### config.mk
export PLATFORM = sky130hd
export DESIGN_NAME = irq_pending_latch_flat
export DESIGN_NICKNAME = d
export VERILOG_FILES = /design/src/rtl/irq_pending_latch_pkg.sv /design/src/rtl/irq_pending_latch_if.sv /design/src/rtl/irq_pending_latch_prio_pick.sv /design/src/rtl/irq_pending_latch.sv /design/src/flat_wrapper.sv
export SDC_FILE = /design/constraint.sdc
export NUM_CORES = 1
export LEC_CHECK = 0
export CAP_MARGIN = 10
export CORE_MARGIN = 5
export CORE_UTILIZATION = 45
export CTS_CLUSTER_SIZE = 16
export DETAILED_ROUTE_END_ITERATION = 8
export GPL_TIMING_DRIVEN = 0
export PLACE_DENSITY = 0.81
export RECOVER_POWER = 50
export REMOVE_ABC_BUFFERS = 1
export SLEW_MARGIN = 20
export SYNTH_ARGS = -nofsm -noshare
export SYNTH_HDL_FRONTEND = slang
export SYNTH_SLANG_ARGS = --single-unit
### constraint.sdc
create_clock -name clk_i -period 2.83 [get_ports clk_i]
set_input_delay 0.4245 -clock clk_i [delete_from_list [all_inputs] [get_ports clk_i]]
set_output_delay 0.4245 -clock clk_i [all_outputs]
set_load 0.02 [all_outputs]
### src/rtl/irq_pending_latch_pkg.sv
// rtl/irq_pending_latch_pkg.sv - shared sizes, FSM states and one-hot helper for irq_pending_latch
package irq_pkg;

  localparam int N_SRC = 8;
  localparam int IDX_W = 3;

  typedef enum logic {
    IDLE  = 1'b0,
    OFFER = 1'b1
  } state_e;

  function automatic logic [N_SRC-1:0] onehot(input logic [IDX_W-1:0] idx);
    logic [N_SRC-1:0] v;
    v      = '0;
    v[idx] = 1'b1;
    return v;
  endfunction

endpackage

### src/rtl/irq_pending_latch_if.sv
// rtl/irq_pending_latch_if.sv - valid/ready offer channel from the pending latch to the codec
interface irq_pending_latch_if;
  import irq_pkg::*;

  logic             out_valid;
  logic [IDX_W-1:0] out_idx;
  logic             out_ready;

  modport master (output out_valid, output out_idx, input out_ready);
  modport slave  (input out_valid, input out_idx, output out_ready);

endinterface

### src/rtl/irq_pending_latch_prio_pick.sv
// rtl/irq_pending_latch_prio_pick.sv - combinational 8-to-3 highest-index picker with any flag
module irq_prio_pick
  import irq_pkg::*;
(
  input  logic [N_SRC-1:0] cand_i,
  output logic [IDX_W-1:0] idx_o,
  output logic             any_o
);

  // Ascending scan so the last hit, the highest index, wins.
  always_comb begin
    idx_o = '0;
    for (int i = 0; i < N_SRC; i++) begin
      if (cand_i[i]) idx_o = IDX_W'(i);
    end
  end

  assign any_o = |cand_i;

endmodule

### src/rtl/irq_pending_latch.sv
// rtl/irq_pending_latch.sv - edge-detected sticky pending bits offered highest-index first
// Optional overflow flag built only when IRQ_OVF_EN is defined.
module irq_pending_latch
  import irq_pkg::*;
(
  input  logic                 clk_i,
  input  logic                 rst_i,
  input  logic                 en_i,
  input  logic [N_SRC-1:0]     req_i,
  input  logic [N_SRC-1:0]     mask_i,
  output logic [N_SRC-1:0]     pend_o,
`ifdef IRQ_OVF_EN
  output logic                 ovf_o,
`endif
  irq_pending_latch_if.master  offer
);

  logic [N_SRC-1:0] req_q;
  logic [N_SRC-1:0] pend_q, pend_d;
  logic [IDX_W-1:0] idx_q, idx_d;
  state_e           state_q, state_d;

  logic [N_SRC-1:0] rise, clr, cand;
  logic [IDX_W-1:0] pick_idx;
  logic             pick_any;
  logic             accept;

  assign rise   = req_i & ~req_q;
  assign accept = (state_q == OFFER) && offer.out_ready;
  assign clr    = accept ? onehot(idx_q) : '0;
  // Set after clear: a fresh rise on the bit being accepted keeps it pending.
  assign pend_d = (pend_q & ~clr) | rise;
  assign cand   = pend_q & ~mask_i;

  irq_prio_pick u_pick (
    .cand_i (cand),
    .idx_o  (pick_idx),
    .any_o  (pick_any)
  );

  always_comb begin
    state_d = state_q;
    idx_d   = idx_q;
    case (state_q)
      IDLE: begin
        if (en_i && pick_any) begin
          idx_d   = pick_idx;
          state_d = OFFER;
        end
      end
      OFFER: begin
        if (offer.out_ready) state_d = IDLE;
      end
      default: state_d = IDLE;
    endcase
  end

  always_ff @(posedge clk_i) begin
    if (rst_i) begin
      req_q   <= '0;
      pend_q  <= '0;
      idx_q   <= '0;
      state_q <= IDLE;
    end else begin
      req_q   <= req_i;
      pend_q  <= pend_d;
      idx_q   <= idx_d;
      state_q <= state_d;
    end
  end

`ifdef IRQ_OVF_EN
  logic ovf_q;

  always_ff @(posedge clk_i) begin
    if (rst_i) ovf_q <= 1'b0;
    else       ovf_q <= ovf_q | (|(rise & pend_q & ~clr));
  end

  assign ovf_o = ovf_q;
`endif

  assign pend_o          = pend_q;
  assign offer.out_valid = (state_q == OFFER);
  assign offer.out_idx   = idx_q;

endmodule

### src/flat_wrapper.sv
// flat-port wrapper written by rule: the top's interface ports become plain ports
module irq_pending_latch_flat import irq_pkg::*;
  (clk_i, rst_i, en_i, req_i, mask_i, pend_o, offer_out_valid, offer_out_idx, offer_out_ready);
  irq_pending_latch_if offer_i ();
  input  logic clk_i;
  input  logic rst_i;
  input  logic en_i;
  input  logic [N_SRC-1:0] req_i;
  input  logic [N_SRC-1:0] mask_i;
  output logic [N_SRC-1:0] pend_o;
  output wire logic [$bits(offer_i.out_valid)-1:0] offer_out_valid;
  output wire logic [$bits(offer_i.out_idx)-1:0] offer_out_idx;
  input wire logic [$bits(offer_i.out_ready)-1:0] offer_out_ready;
  assign offer_out_valid = offer_i.out_valid;
  assign offer_out_idx = offer_i.out_idx;
  assign offer_i.out_ready = offer_out_ready;
  irq_pending_latch u_core (.clk_i(clk_i), .rst_i(rst_i), .en_i(en_i), .req_i(req_i), .mask_i(mask_i), .pend_o(pend_o), .offer(offer_i));
endmodule
==> results.md <==
* Status: completed
* Worst hold path class: register to register
* Worst EP arrival at 2.10 ns
* Sequential power share at 50.8%
* Least-Margin Pin Slew at 0.780 ns
* Post-synth top area share at 47.2%
* Largest buffer count on any clock path at 2
* Pin count of the biggest net entering global routing at 23
* Avg WL per Cell at 13.9 um
* Internal power at 460 uW
* Worst hold start: u_core.req_q[1]
* Detailed Place HPWL at 1.55 mm
* Die ar. at 2850 um^2
* Global route overflow at 0
* Initial Util at 48.1%
* Clock latency on the worst-skew pair at 0.30 ns
* Data required, critical path at 3.00 ns
* Layout cells sized above 1 at 6.50%
* Setup CP Type: input pin to register
* Count of buffer and inverter cells on the critical path at 2
* Minimum clock period at 1.94 ns
* Die Y at 53.4 um
* # hold bufs at CTS at 0
* Drt pass-1 iters at 4
* Setup TNS Final at 0 ns
* RePlAce Congestion at 0.813
* Mean Syn Cell Area at 9.43 um^2
* Final setup margin at 0.893 ns
* Total Wirelength at 2.06 mm
* Unique cell type count in the Yosys netlist at 25
* Reg clk slew, reported paths at 0.11 ns
* CTS tree: yes
* Fmax at 0.516 GHz
* RSZ-0062 raised after global routing: no
* Asr flop ratio synth at 0%
* Worst Setup SP: rst_i
* Synthesized area at 848 um^2
* Placed Cells at 144
* CTS H-tree depth at 1
* Synthesis-stage register bit count at 20
* Via count at 770
* DR iter-0 viols at 8
* Layout Skew at 0.00395 ns
* Final core utilization at 69.1%
* Maximum VDD drop at 332 uV
* Die W at 53.4 um
* Num CTS Buffers at 3
* Startpoint Class: input pin
* Final total power at 626 uW
* Total of max-cap violations at 0
* Residual DRC count at 0
* Static leakage at 0.454 nW
* Psw at 166 uW
* IO Port Bufs at 31
* Core Area at 1760 um^2
* Post-Syn Instances at 90
* CTS Root Cell: clkbuf_4
* Gr usage total at 17.2%
* PostCTS Resize Cnt at 0
* Cells along the critical path: dlygate4sd3_1 -> inv_1 -> and3_1 -> a41oi_1 -> o41ai_2
* Main synth FF type: dfxtp_1
* Final setup viols at 0
* Max-slew headroom at 47.8%
* FILL cells at 158
* Clock power frac at 26.4%
* Seq/Total Area, Yosys at 47.2%
* Area grow syn2layout at 43.7%
* Initial antenna violation count at 0
* Slew Viols, Final at 0
* Std-Cell Rows at 15
* First-pass GRT wire length at 3.48 mm
* Largest area contributor in the netlist: dfxtp_1
* Final nets at 144
* Top delay family on crit path: buffers and inverters
* Pwr per Cell Area at 514 nW/um^2
* FF-to-FF Start: u_core.pend_o[2]
* Syn. warnings at 0
* I/O pins at 32
* Slowest cell on the critical path: dlygate4sd3_1
* Fin. Hold Viols at 0
* Crit share post-route at 68.4%
* EDFF count, synth at 0
* Sw Share at 26.5%
* CTS sink cnt at 20
* Final Non-Filler Cells at 148
* CP endpoint kind: register
* Vias in the first global route at 801
* Count leader, synth: dfxtp_1
* Synth area leaders: dfxtp_1 (47%), nand2b_1 (13%), nor2b_1 (8.1%)
* Crit path largest cell delay at 1.04 ns
* Pre-CTS WS at 0.637 ns
* Via density at 5.20
* Total area of sequential cells at 400 um^2
* Comb pwr share at 22.7%
* Final ANT Viol Nets at 0
* Footprint of the multi-input gates at 433 um^2
* Post-CTS Setup Bufs at 0
* Maximum net fanout on the critical path at 22
* Most common library cells after synthesis: dfxtp_1 (20), nand2b_1 (18), nor2b_1 (11)
* Reg-to-reg slack, setup at 1.43 ns
* Number of diodes at 0
## cell families after synthesis
family                 after synthesis  synth area share, %
AO/OA/AOI/OAI                       26                 18.9
buffers and inverters                4                 1.77
flip-flops                          20                 47.2
multiplexers                         1                 1.77
AND/OR/NAND/NOR                     39                 30.4
## per-stage QoR
stage / area (um^2) / hold WS [ns]
global placement: 1180 / 0.468
global route: 1220 / 0.518
detailed placement: 1180 / 0.476
finish: 1220 / 0.489
CTS: 1220 / 0.492
floorplan: 841 / 0.456
## placed cells by master (no fill, tap or decap), types with 2 or more instances in the layout
cell type | Yosys | final
a31oi_1 | 2 | 2
o31ai_1 | 2 | 2
dfxtp_1 | 20 | 20
clkdlybuf4s50_1 | 0 | 30
nand2_1 | 2 | 2
o21ai_0 | 8 | 8
clkbuf_4 | 0 | 3
nor2b_1 | 11 | 11
a21oi_1 | 9 | 9
nand2b_1 | 18 | 18
inv_1 | 2 | 2
## worst register-to-register path, delay by kind of cell (launching register included)
| family | cells | cell delay, ns |
|---|---|---|
| mux | 1 | 0.31 |
| simple gates | 2 | 0.46 |
| flops | 1 | 0.33 |
| compound gates | 1 | 0.19 |
## final cells by class
| type | instances | share of cell area (%) |
|---|---|---|
| Tap cell | 25 | 2.57 |
| Clock buffer | 4 | 2.98 |
| Multi-Input combinational cell | 66 | 35.5 |
| Sequential cell | 20 | 32.9 |
| Inverter | 2 | 0.616 |
| Timing Repair Buffer | 31 | 25.5 |
## layer usage
metal  share of wire [%]  vias up  GRT usage, %  wire (um)
met1                  43      350          19.5        881
met2                  47       34          27.6        962
met5                   0        -             0          0
met4                 3.3        0          11.9         68
met3                 7.2        8          4.51        149
li1                    -      378             -          -
## power by group through the flow
stage	combinational, mW	clock, mW	sequential (mW)
floorplan	0.0527	0	0.340
global placement	0.139	0	0.324
detailed placement	0.143	0	0.325
CTS	0.144	0.170	0.318
global route	0.153	0.187	0.322
finish	0.142	0.165	0.318
## path summary, 6_finish.rpt
kind | depth (start not counted) | to
hold / removal | 2 | u_core.pend_o[1]
hold reg to reg | 2 | u_core.pend_o[1]
setup / recovery | 5 | u_core.offer.out_idx[0]
setup reg to reg | 4 | u_core.offer.out_idx[1]
## flip-flops by register name, summed over array words and instances, names as in the netlist
signal                  cells
u_core.pend_o               8
u_core.req_q                8
u_core.offer.out_idx        3
u_core.offer.out_valid      1
Power figures use the tool's default switching activity.
